[src/rtl/video_stream_ctrl_pkg.sv]
// StarSoC shared video parameters, plus the stream controller state type and
// the 4-bit-per-channel to 8-bit-per-channel colour expansion helper.
package starsoc_params;
  localparam int H_VISIBLE        = 640;
  localparam int V_VISIBLE        = 480;
  localparam int VISIBLE_ORIGIN_X = 0;
  localparam int VISIBLE_ORIGIN_Y = 0;

  // FIFO beat layout: {tdata[23:0], tuser, tlast}
  localparam int BEAT_W = 26;

  typedef enum logic [1:0] {
    IDLE   = 2'd0,
    ARMED  = 2'd1,
    STREAM = 2'd2,
    RESYNC = 2'd3
  } stream_state_t;

  function automatic logic [23:0] rgb444_to_888(input logic [11:0] c);
    return {c[11:8], c[11:8], c[7:4], c[7:4], c[3:0], c[3:0]};
  endfunction
endpackage

[src/rtl/video_stream_ctrl_if.sv]
// AXI4-Stream video beat bus between the stream controller and the video sink.
interface video_stream_ctrl_if;
  logic [23:0] tdata;
  logic        tvalid;
  logic        tready;
  logic        tuser;
  logic        tlast;

  modport master (output tdata, output tvalid, output tuser, output tlast, input tready);
  modport slave  (input tdata, input tvalid, input tuser, input tlast, output tready);
endinterface

[src/rtl/video_stream_ctrl_axis_beat_fifo.sv]
// First-word-fall-through beat FIFO; a write into a full FIFO is accepted only
// when the head is popped on the same edge.
module axis_beat_fifo #(
  parameter int DEPTH = 8,
  parameter int WIDTH = 26,
  localparam int AW = $clog2(DEPTH)
) (
  input  logic             pixel_clk,
  input  logic             reset_n,
  input  logic             i_wr_en,
  input  logic [WIDTH-1:0] i_wr_data,
  input  logic             i_rd_en,
  output logic [WIDTH-1:0] o_rd_data,
  output logic             o_full,
  output logic             o_empty,
  output logic [AW:0]      o_level
);
  localparam logic [AW:0] LVL_FULL = (AW+1)'(DEPTH);

  logic [WIDTH-1:0] r_mem [DEPTH];
  logic [AW:0]      r_wr_ptr;
  logic [AW:0]      r_rd_ptr;
  logic             w_do_wr;
  logic             w_do_rd;

  assign o_level = r_wr_ptr - r_rd_ptr;
  assign o_empty = (o_level == '0);
  assign o_full  = (o_level == LVL_FULL);
  assign w_do_rd = i_rd_en && !o_empty;
  assign w_do_wr = i_wr_en && (!o_full || w_do_rd);

  // Head reads as zero when empty so the bus shows clean data after reset.
  assign o_rd_data = o_empty ? '0 : r_mem[r_rd_ptr[AW-1:0]];

  always_ff @(posedge pixel_clk or negedge reset_n) begin
    if (!reset_n) begin
      r_wr_ptr <= '0;
      r_rd_ptr <= '0;
    end else begin
      if (w_do_wr) r_wr_ptr <= r_wr_ptr + (AW+1)'(1);
      if (w_do_rd) r_rd_ptr <= r_rd_ptr + (AW+1)'(1);
    end
  end

  always_ff @(posedge pixel_clk) begin
    if (w_do_wr) r_mem[r_wr_ptr[AW-1:0]] <= i_wr_data;
  end
endmodule

[src/rtl/video_stream_ctrl.sv]
// Packs visible pixels from the free-running timing source into AXI4-Stream
// video beats, buffering backpressure and dropping to the next frame on overflow.
module video_stream_ctrl #(
  parameter int H_VISIBLE  = starsoc_params::H_VISIBLE,
  parameter int V_VISIBLE  = starsoc_params::V_VISIBLE,
  parameter int FIFO_DEPTH = 8,
  parameter int CNT_W      = 16
) (
  input  logic                        pixel_clk,
  input  logic                        reset_n,
  input  logic                        enable,
  input  logic                        video_on,
  input  logic [9:0]                  pixel_x,
  input  logic [9:0]                  pixel_y,
  input  logic [11:0]                 rgb_in,
  video_stream_ctrl_if.master         m_axis,
  output logic                        frame_active,
  output logic                        overflow_sticky,
  input  logic                        clear_overflow,
  output logic [CNT_W-1:0]            drop_count,
  output logic [$clog2(FIFO_DEPTH):0] fifo_level
);
  import starsoc_params::*;

  stream_state_t     r_state;
  logic              r_sticky;
  logic [CNT_W-1:0]  r_drop;

  logic              w_sof;
  logic              w_eol;
  logic              w_eof;
  logic              w_pop;
  logic              w_wr_req;
  logic              w_ovf;
  logic              w_wr;
  logic              w_drop;
  logic              w_full;
  logic              w_empty;
  logic [BEAT_W-1:0] w_head;

  assign w_sof = video_on && (pixel_x == '0) && (pixel_y == '0);
  assign w_eol = video_on && (pixel_x == 10'(H_VISIBLE-1));
  assign w_eof = w_eol && (pixel_y == 10'(V_VISIBLE-1));
  assign w_pop = !w_empty && m_axis.tready;

  always_comb begin
    w_wr_req = 1'b0;
    unique case (r_state)
      ARMED:   w_wr_req = enable && w_sof;
      STREAM:  w_wr_req = video_on;
      RESYNC:  w_wr_req = enable && w_sof;
      default: w_wr_req = 1'b0;
    endcase
  end

  // A pop on the same edge frees the slot, so a full FIFO only overflows without one.
  assign w_ovf  = w_wr_req && w_full && !w_pop;
  assign w_wr   = w_wr_req && !w_ovf;
  assign w_drop = w_ovf || ((r_state == RESYNC) && video_on && !w_sof);

  always_ff @(posedge pixel_clk or negedge reset_n) begin
    if (!reset_n) begin
      r_state  <= IDLE;
      r_sticky <= 1'b0;
      r_drop   <= '0;
    end else begin
      unique case (r_state)
        IDLE:    if (enable) r_state <= ARMED;
        ARMED:   if (!enable) r_state <= IDLE;
                 else if (w_sof) r_state <= STREAM;
        STREAM:  if (w_eof && !enable) r_state <= IDLE;
        RESYNC:  if (w_sof) r_state <= enable ? STREAM : IDLE;
        default: r_state <= IDLE;
      endcase
      if (w_ovf) r_state <= RESYNC;

      if (clear_overflow) begin
        r_sticky <= 1'b0;
        r_drop   <= '0;
      end else if (w_drop) begin
        r_sticky <= 1'b1;
        if (r_drop != '1) r_drop <= r_drop + CNT_W'(1);
      end
    end
  end

  axis_beat_fifo #(
    .DEPTH (FIFO_DEPTH),
    .WIDTH (BEAT_W)
  ) u_fifo (
    .pixel_clk (pixel_clk),
    .reset_n   (reset_n),
    .i_wr_en   (w_wr),
    .i_wr_data ({rgb444_to_888(rgb_in), w_sof, w_eol}),
    .i_rd_en   (m_axis.tready),
    .o_rd_data (w_head),
    .o_full    (w_full),
    .o_empty   (w_empty),
    .o_level   (fifo_level)
  );

  assign m_axis.tvalid = !w_empty;
  assign m_axis.tdata  = w_head[25:2];
  assign m_axis.tuser  = w_head[1];
  assign m_axis.tlast  = w_head[0];

  assign frame_active    = (r_state == STREAM);
  assign overflow_sticky = r_sticky;
  assign drop_count      = r_drop;
endmodule

[src/flat_wrapper.sv]
// flat-port wrapper written by rule: the top's interface ports become plain ports
module video_stream_ctrl_flat import starsoc_params::*;
#(
  parameter int H_VISIBLE  = starsoc_params::H_VISIBLE,
  parameter int V_VISIBLE  = starsoc_params::V_VISIBLE,
  parameter int FIFO_DEPTH = 8,
  parameter int CNT_W      = 16
)
  (pixel_clk, reset_n, enable, video_on, pixel_x, pixel_y, rgb_in, frame_active, overflow_sticky, clear_overflow, drop_count, fifo_level, m_axis_tdata, m_axis_tvalid, m_axis_tuser, m_axis_tlast, m_axis_tready);
  video_stream_ctrl_if m_axis_i ();
  input  logic pixel_clk;
  input  logic reset_n;
  input  logic enable;
  input  logic video_on;
  input  logic [9:0] pixel_x;
  input  logic [9:0] pixel_y;
  input  logic [11:0] rgb_in;
  output logic frame_active;
  output logic overflow_sticky;
  input  logic clear_overflow;
  output logic [CNT_W-1:0] drop_count;
  output logic [$clog2(FIFO_DEPTH):0] fifo_level;
  output wire logic [$bits(m_axis_i.tdata)-1:0] m_axis_tdata;
  output wire logic [$bits(m_axis_i.tvalid)-1:0] m_axis_tvalid;
  output wire logic [$bits(m_axis_i.tuser)-1:0] m_axis_tuser;
  output wire logic [$bits(m_axis_i.tlast)-1:0] m_axis_tlast;
  input wire logic [$bits(m_axis_i.tready)-1:0] m_axis_tready;
  assign m_axis_tdata = m_axis_i.tdata;
  assign m_axis_tvalid = m_axis_i.tvalid;
  assign m_axis_tuser = m_axis_i.tuser;
  assign m_axis_tlast = m_axis_i.tlast;
  assign m_axis_i.tready = m_axis_tready;
  video_stream_ctrl #(.H_VISIBLE(H_VISIBLE), .V_VISIBLE(V_VISIBLE), .FIFO_DEPTH(FIFO_DEPTH), .CNT_W(CNT_W)) u_core (.pixel_clk(pixel_clk), .reset_n(reset_n), .enable(enable), .video_on(video_on), .pixel_x(pixel_x), .pixel_y(pixel_y), .rgb_in(rgb_in), .m_axis(m_axis_i), .frame_active(frame_active), .overflow_sticky(overflow_sticky), .clear_overflow(clear_overflow), .drop_count(drop_count), .fifo_level(fifo_level));
endmodule
[config.mk]
export PLATFORM = sky130hd
export DESIGN_NAME = video_stream_ctrl_flat
export DESIGN_NICKNAME = d
export VERILOG_FILES = /design/src/rtl/video_stream_ctrl_pkg.sv /design/src/rtl/video_stream_ctrl_if.sv /design/src/rtl/video_stream_ctrl_axis_beat_fifo.sv /design/src/rtl/video_stream_ctrl.sv /design/src/flat_wrapper.sv
export SDC_FILE = /design/constraint.sdc
export NUM_CORES = 1
export LEC_CHECK = 0
export CAP_MARGIN = 30
export CORE_MARGIN = 2
export CORE_UTILIZATION = 55
export CTS_CLUSTER_DIAMETER = 120
export DETAILED_ROUTE_END_ITERATION = 6
export GPL_TIMING_DRIVEN = 0
export HOLD_SLACK_MARGIN = 0.03
export PLACE_DENSITY = 0.84
export REMOVE_ABC_BUFFERS = 1
export SLEW_MARGIN = 20
export SYNTH_ARGS = -nofsm -noshare
export SYNTH_HDL_FRONTEND = slang
export SYNTH_SLANG_ARGS = --single-unit
[constraint.sdc]
create_clock -name pixel_clk -period 6 [get_ports pixel_clk]
set_clock_uncertainty 0.15 [all_clocks]
set_input_delay 0.9 -clock pixel_clk [delete_from_list [all_inputs] [get_ports pixel_clk]]
set_output_delay 0.9 -clock pixel_clk [all_outputs]
set_load 0.03 [all_outputs]
==> run summary <==
STA classifies the critical path endpoint as an output pin. By area the synthesized netlist is led by sky130_fd_sc_hd__edfxtp_1, sky130_fd_sc_hd__dfrtp_1, sky130_fd_sc_hd__mux4_2. The critical path in this run is classified as reg -> out.

The vias per cell is 6.00, and the count of routing violations after the opening detailed-route iteration is 289. The logs give 0 for the number of hold violations in the final report and 0 for the number of resized instances in the post-cts repair step. The routed design uses 770 um of met3 wire. For this run, the detailed router's first-pass iteration total came to 5. The tools report the root buffer cell as sky130_fd_sc_hd__clkbuf_8.

The stage delay of the slowest cell on the critical path is 0.78 ns, and the internal power is 0.00258 W. At the worst endpoint, the arrival time is 4.42 ns. Per report_power, the clock group accounts for 23.8% of the total.

The family of cells with the greatest summed delay on the critical path is buffers and inverters. STA classifies the critical path startpoint as a flop. The final critical path takes up 91.1% of the cycle.

The number of antenna diodes is 0. The number of global-route vias before repair was 3938; the pin count of the biggest net entering global routing was 28. For the final number of setup-violating endpoints, the log shows 0. After synthesis, flip-flops and latches occupy 66.5% of the total area. Setup repair after global routing left no endpoint under its margin. The first global-routing pass estimated 20900 um of wire.

In this run, synthesis inferred 112 flip-flops with an integrated enable. The logs give 0 ns for the setup TNS and 3840 for the detailed-route via count. The tree built by TritonCTS fans out to 139 sinks. The number of placement rows was 38; the worst setup slack after placement was 1.08 ns.

The combined global-route utilization of all metal layers came out at 24.3%. Static leakage power: 2.66 nW. The run gives 0 as the initial antenna violation count. The run finished with clean final reports.

The run gives 0.357 mV as the maximum VDD drop. Counting flops with an async set or reset pin after synthesis yields a share of 19.4%. Warning count from the yosys run: 0.

At the worst endpoint, the required time is 4.95 ns. The signal on the critical path passes through inv_1 > ha_1 > a21oi_1 > nand2_1 > xnor2_2 > nor2_2 > inv_1 > clkdlybuf4s50_1. The count of nets left with antenna violations once routing finished came out at 0. For this block, wires on met1 add up to 5080 um.

The logs give 56.3% for the starting density of the core and 2 for the worst-case clock buffer depth. Counting stages on the worst path, the most repeated cell is sky130_fd_sc_hd__inv_1. Each instance of the synthesized netlist takes up on average 15.3 um^2. The critical path contains buffers and inverters numbering 3 combined.

The time the final worst path needs with I/O delays and setup was 5.47 ns. The routed design has 13300 um of wire. The type of the tightest min-delay check is in -> async.

The number of buffers added to fix hold violations after cts came out at 0. The fraction of final layout cells sized beyond drive strength 1 is 20.0%. For the pin with the worst max-slew slack, the measured transition is 0.896 ns.

Of the total power, registers draw 30.2%. The chip width is 109 um, and the final net count is 532. In this run switching power makes up 39.6% of total power. The slack of the critical path came out at 0.533 ns.

For this design the top-level I/O count stands at 87. The clock latency on the worst-skew pair was 0.52 ns; the count of maximum capacitance violations was 0. After detailed routing, the met2 layer carries 7340 um of wire. The TritonCTS buffer count came out at 17. Switching component of the power: 0.00169 W. The DRC violations left came out at 0. The count of unique library cells instantiated by Yosys came out at 49.

The slowest stage of the critical path is the sky130_fd_sc_hd__dfrtp_1 cell. The logs give 397 for the number of instances in the synthesized netlist and 0.00607 mm^2 for the netlist area before placement. CTS built an H-tree with a depth of 4. TritonCTS built the clock tree. The half-perimeter wire length after placement is 8440 um.

In this run the tool buffered the top-level ports with 86 buffer cells. After synthesis the netlist holds a flip-flop and latch count of 139. The detailed router used layers up to and including met4.

The biggest area contributor in the post-synthesis netlist is sky130_fd_sc_hd__edfxtp_1. Of all nets on the critical path, the largest fanout is 17. The placeable core region was 0.0108 mm^2; the area of the die was 0.0119 mm^2. Headroom to the max-slew limit came out at 40.2%. Derived from the worst setup path, the maximum achievable clock frequency is 0.183 GHz. The die is 109 um tall. The max-slew violation count is 0. Total power per unit cell area: 555 mW/mm^2. Buffers added to address setup during post-CTS repair amount to 0. Summed over all layers, the global routing overflow is 0. The fraction of synthesized cell area taken by the top area cell type came out at 55.4%. Dominant synthesized flop cell: sky130_fd_sc_hd__edfxtp_1. Routed wirelength normalized by instance count: 20.8 um. The clock transition at the register clock pins on the worst setup and hold paths after CTS is 0.06 ns. The share of total power dissipated in combinational logic is 46.0%. The relative area change from synthesis to final layout was 26.6%. For the last weighted congestion value of the routability-driven placer, the log shows 0.801.
==> routing by layer <==
layer | global-route usage, % | vias to the layer above
met4 | 7.51 | 0
met2 | 42.6 | 163
li1 | - | 1710
met5 | 0 | -
met1 | 29.5 | 1954
met3 | 6.52 | 13
==> stage by stage <==
stage               hold slack (ns)  util (%)  total power [W]  cell area (um^2)  cells
detailed placement            0.333      65.9          0.00326              7110    608
finish                        0.241      71.3          0.00427              7690    640
CTS                           0.244      71.3          0.00430              7690    640
floorplan                     0.311         -          0.00246              5910    368
global placement              0.326      64.3          0.00316              6940    594
global route                  0.269      71.3          0.00445              7690    640
==> worst reg2reg max path, cell delays in order (launching register included) <==
cell                       delay, ns
sky130_fd_sc_hd__dfrtp_1        0.78
sky130_fd_sc_hd__inv_1          0.52
sky130_fd_sc_hd__ha_1           0.48
sky130_fd_sc_hd__a21oi_1        0.18
sky130_fd_sc_hd__nand2_1        0.11
sky130_fd_sc_hd__xnor2_2        0.24
sky130_fd_sc_hd__a21boi_1       0.42
sky130_fd_sc_hd__nand2_1        0.21
sky130_fd_sc_hd__nor3_2         0.59
sky130_fd_sc_hd__buf_4          0.32
==> final timing paths <==
path	startpoint	endpoint	slack, ns	cells after the start
worst max-delay path	u_core.u_fifo.r_rd_ptr[2]$_DFFE_PN0P_	m_axis_tvalid	0.53	8
worst min-delay path	reset_n	u_core.drop_count[7]$_DFFE_PN0P_	0.24	1
worst max register to register	u_core.u_fifo.r_rd_ptr[2]$_DFFE_PN0P_	u_core.u_fifo.r_mem[6][9]$_DFFE_PP_	1.71	9
worst min register to register	u_core.u_fifo.r_rd_ptr[3]$_DFFE_PN0P_	u_core.u_fifo.r_rd_ptr[3]$_DFFE_PN0P_	0.36	1
max in group asynchronous	reset_n	u_core.u_fifo.r_rd_ptr[0]$_DFFE_PN0P_	5.01	1
min in group pixel_clk	u_core.u_fifo.r_rd_ptr[3]$_DFFE_PN0P_	u_core.u_fifo.r_rd_ptr[3]$_DFFE_PN0P_	0.36	1
==> state kept, by name (all words and copies together) (netlist names) <==
register,count
u_core.u_fifo.r_mem,112
u_core.drop_count,16
u_core.u_fifo.r_rd_ptr,4
u_core.u_fifo.r_wr_ptr,4
u_core.r_state,2
u_core.overflow_sticky,1
==> power groups by stage <==
stage                     Sequential [W]  Combinational [W]  Clock [W]
after global routing             0.00131            0.00207    0.00107
after floorplan                  0.00130            0.00115          0
after detailed placement         0.00131            0.00196          0
after global placement           0.00135            0.00181          0
final                            0.00129            0.00196    0.00102
after CTS                        0.00129            0.00198    0.00103
==> layout make-up <==
type	count	area, um^2
clock buffer	17	414
inverter	13	48.8
timing repair buffer	100	982
multi-input combinational	216	1860
clock inverter	15	169
fill	646	3100
tap	140	175
sequential	139	4040
==> cell usage after synthesis (4+ instances only) <==
master / count
sky130_fd_sc_hd__buf_1: 5
sky130_fd_sc_hd__a21oi_1: 27
sky130_fd_sc_hd__nand2_1: 47
sky130_fd_sc_hd__edfxtp_1: 112
sky130_fd_sc_hd__nand3_1: 7
sky130_fd_sc_hd__mux4_2: 28
sky130_fd_sc_hd__buf_4: 12
sky130_fd_sc_hd__or4_1: 9
sky130_fd_sc_hd__o31ai_1: 9
sky130_fd_sc_hd__xnor2_1: 6
sky130_fd_sc_hd__buf_2: 4
sky130_fd_sc_hd__nor2b_1: 4
sky130_fd_sc_hd__clkbuf_1: 7
sky130_fd_sc_hd__nor2_1: 11
sky130_fd_sc_hd__nor3_1: 6
sky130_fd_sc_hd__and3_1: 5
sky130_fd_sc_hd__nand4_1: 6
sky130_fd_sc_hd__inv_1: 13
sky130_fd_sc_hd__mux2_2: 5
sky130_fd_sc_hd__nor4_1: 9
sky130_fd_sc_hd__ha_1: 6
sky130_fd_sc_hd__dfrtp_1: 27
==> cell families after synthesis <==
| logic type | count (synthesis) | synth area share, % |
|---|---|---|
| buffers and inverters | 42 | 3.54 |
| DFF | 139 | 66.5 |
| AOI/OAI and AO/OA | 46 | 4.78 |
| and+or+nand+nor | 119 | 10.6 |
| xor gates and xnor gates | 9 | 1.42 |
| adders and majority gates | 7 | 1.57 |
| muxes | 35 | 11.6 |
==> placed cells by master, fill, tap and decap left out, types with 3 or more instances in the layout <==
cell,count
sky130_fd_sc_hd__nand3_1,7
sky130_fd_sc_hd__buf_2,7
sky130_fd_sc_hd__or4_1,9
sky130_fd_sc_hd__a21oi_1,27
sky130_fd_sc_hd__nand2_1,47
sky130_fd_sc_hd__clkbuf_16,16
sky130_fd_sc_hd__nor3_2,4
sky130_fd_sc_hd__nor4_2,3
sky130_fd_sc_hd__nand4_1,6
sky130_fd_sc_hd__clkinv_4,6
sky130_fd_sc_hd__o31ai_1,9
sky130_fd_sc_hd__mux2_2,5
sky130_fd_sc_hd__inv_1,13
sky130_fd_sc_hd__dfrtp_1,25
sky130_fd_sc_hd__ha_1,6
sky130_fd_sc_hd__xnor2_1,6
sky130_fd_sc_hd__mux4_2,28
sky130_fd_sc_hd__clkdlybuf4s50_1,85
sky130_fd_sc_hd__nor4_1,6
sky130_fd_sc_hd__and3_1,5
sky130_fd_sc_hd__nor2_1,10
sky130_fd_sc_hd__buf_4,5
sky130_fd_sc_hd__nor2b_1,4
sky130_fd_sc_hd__edfxtp_1,112
(Power assumes the default switching activity.)
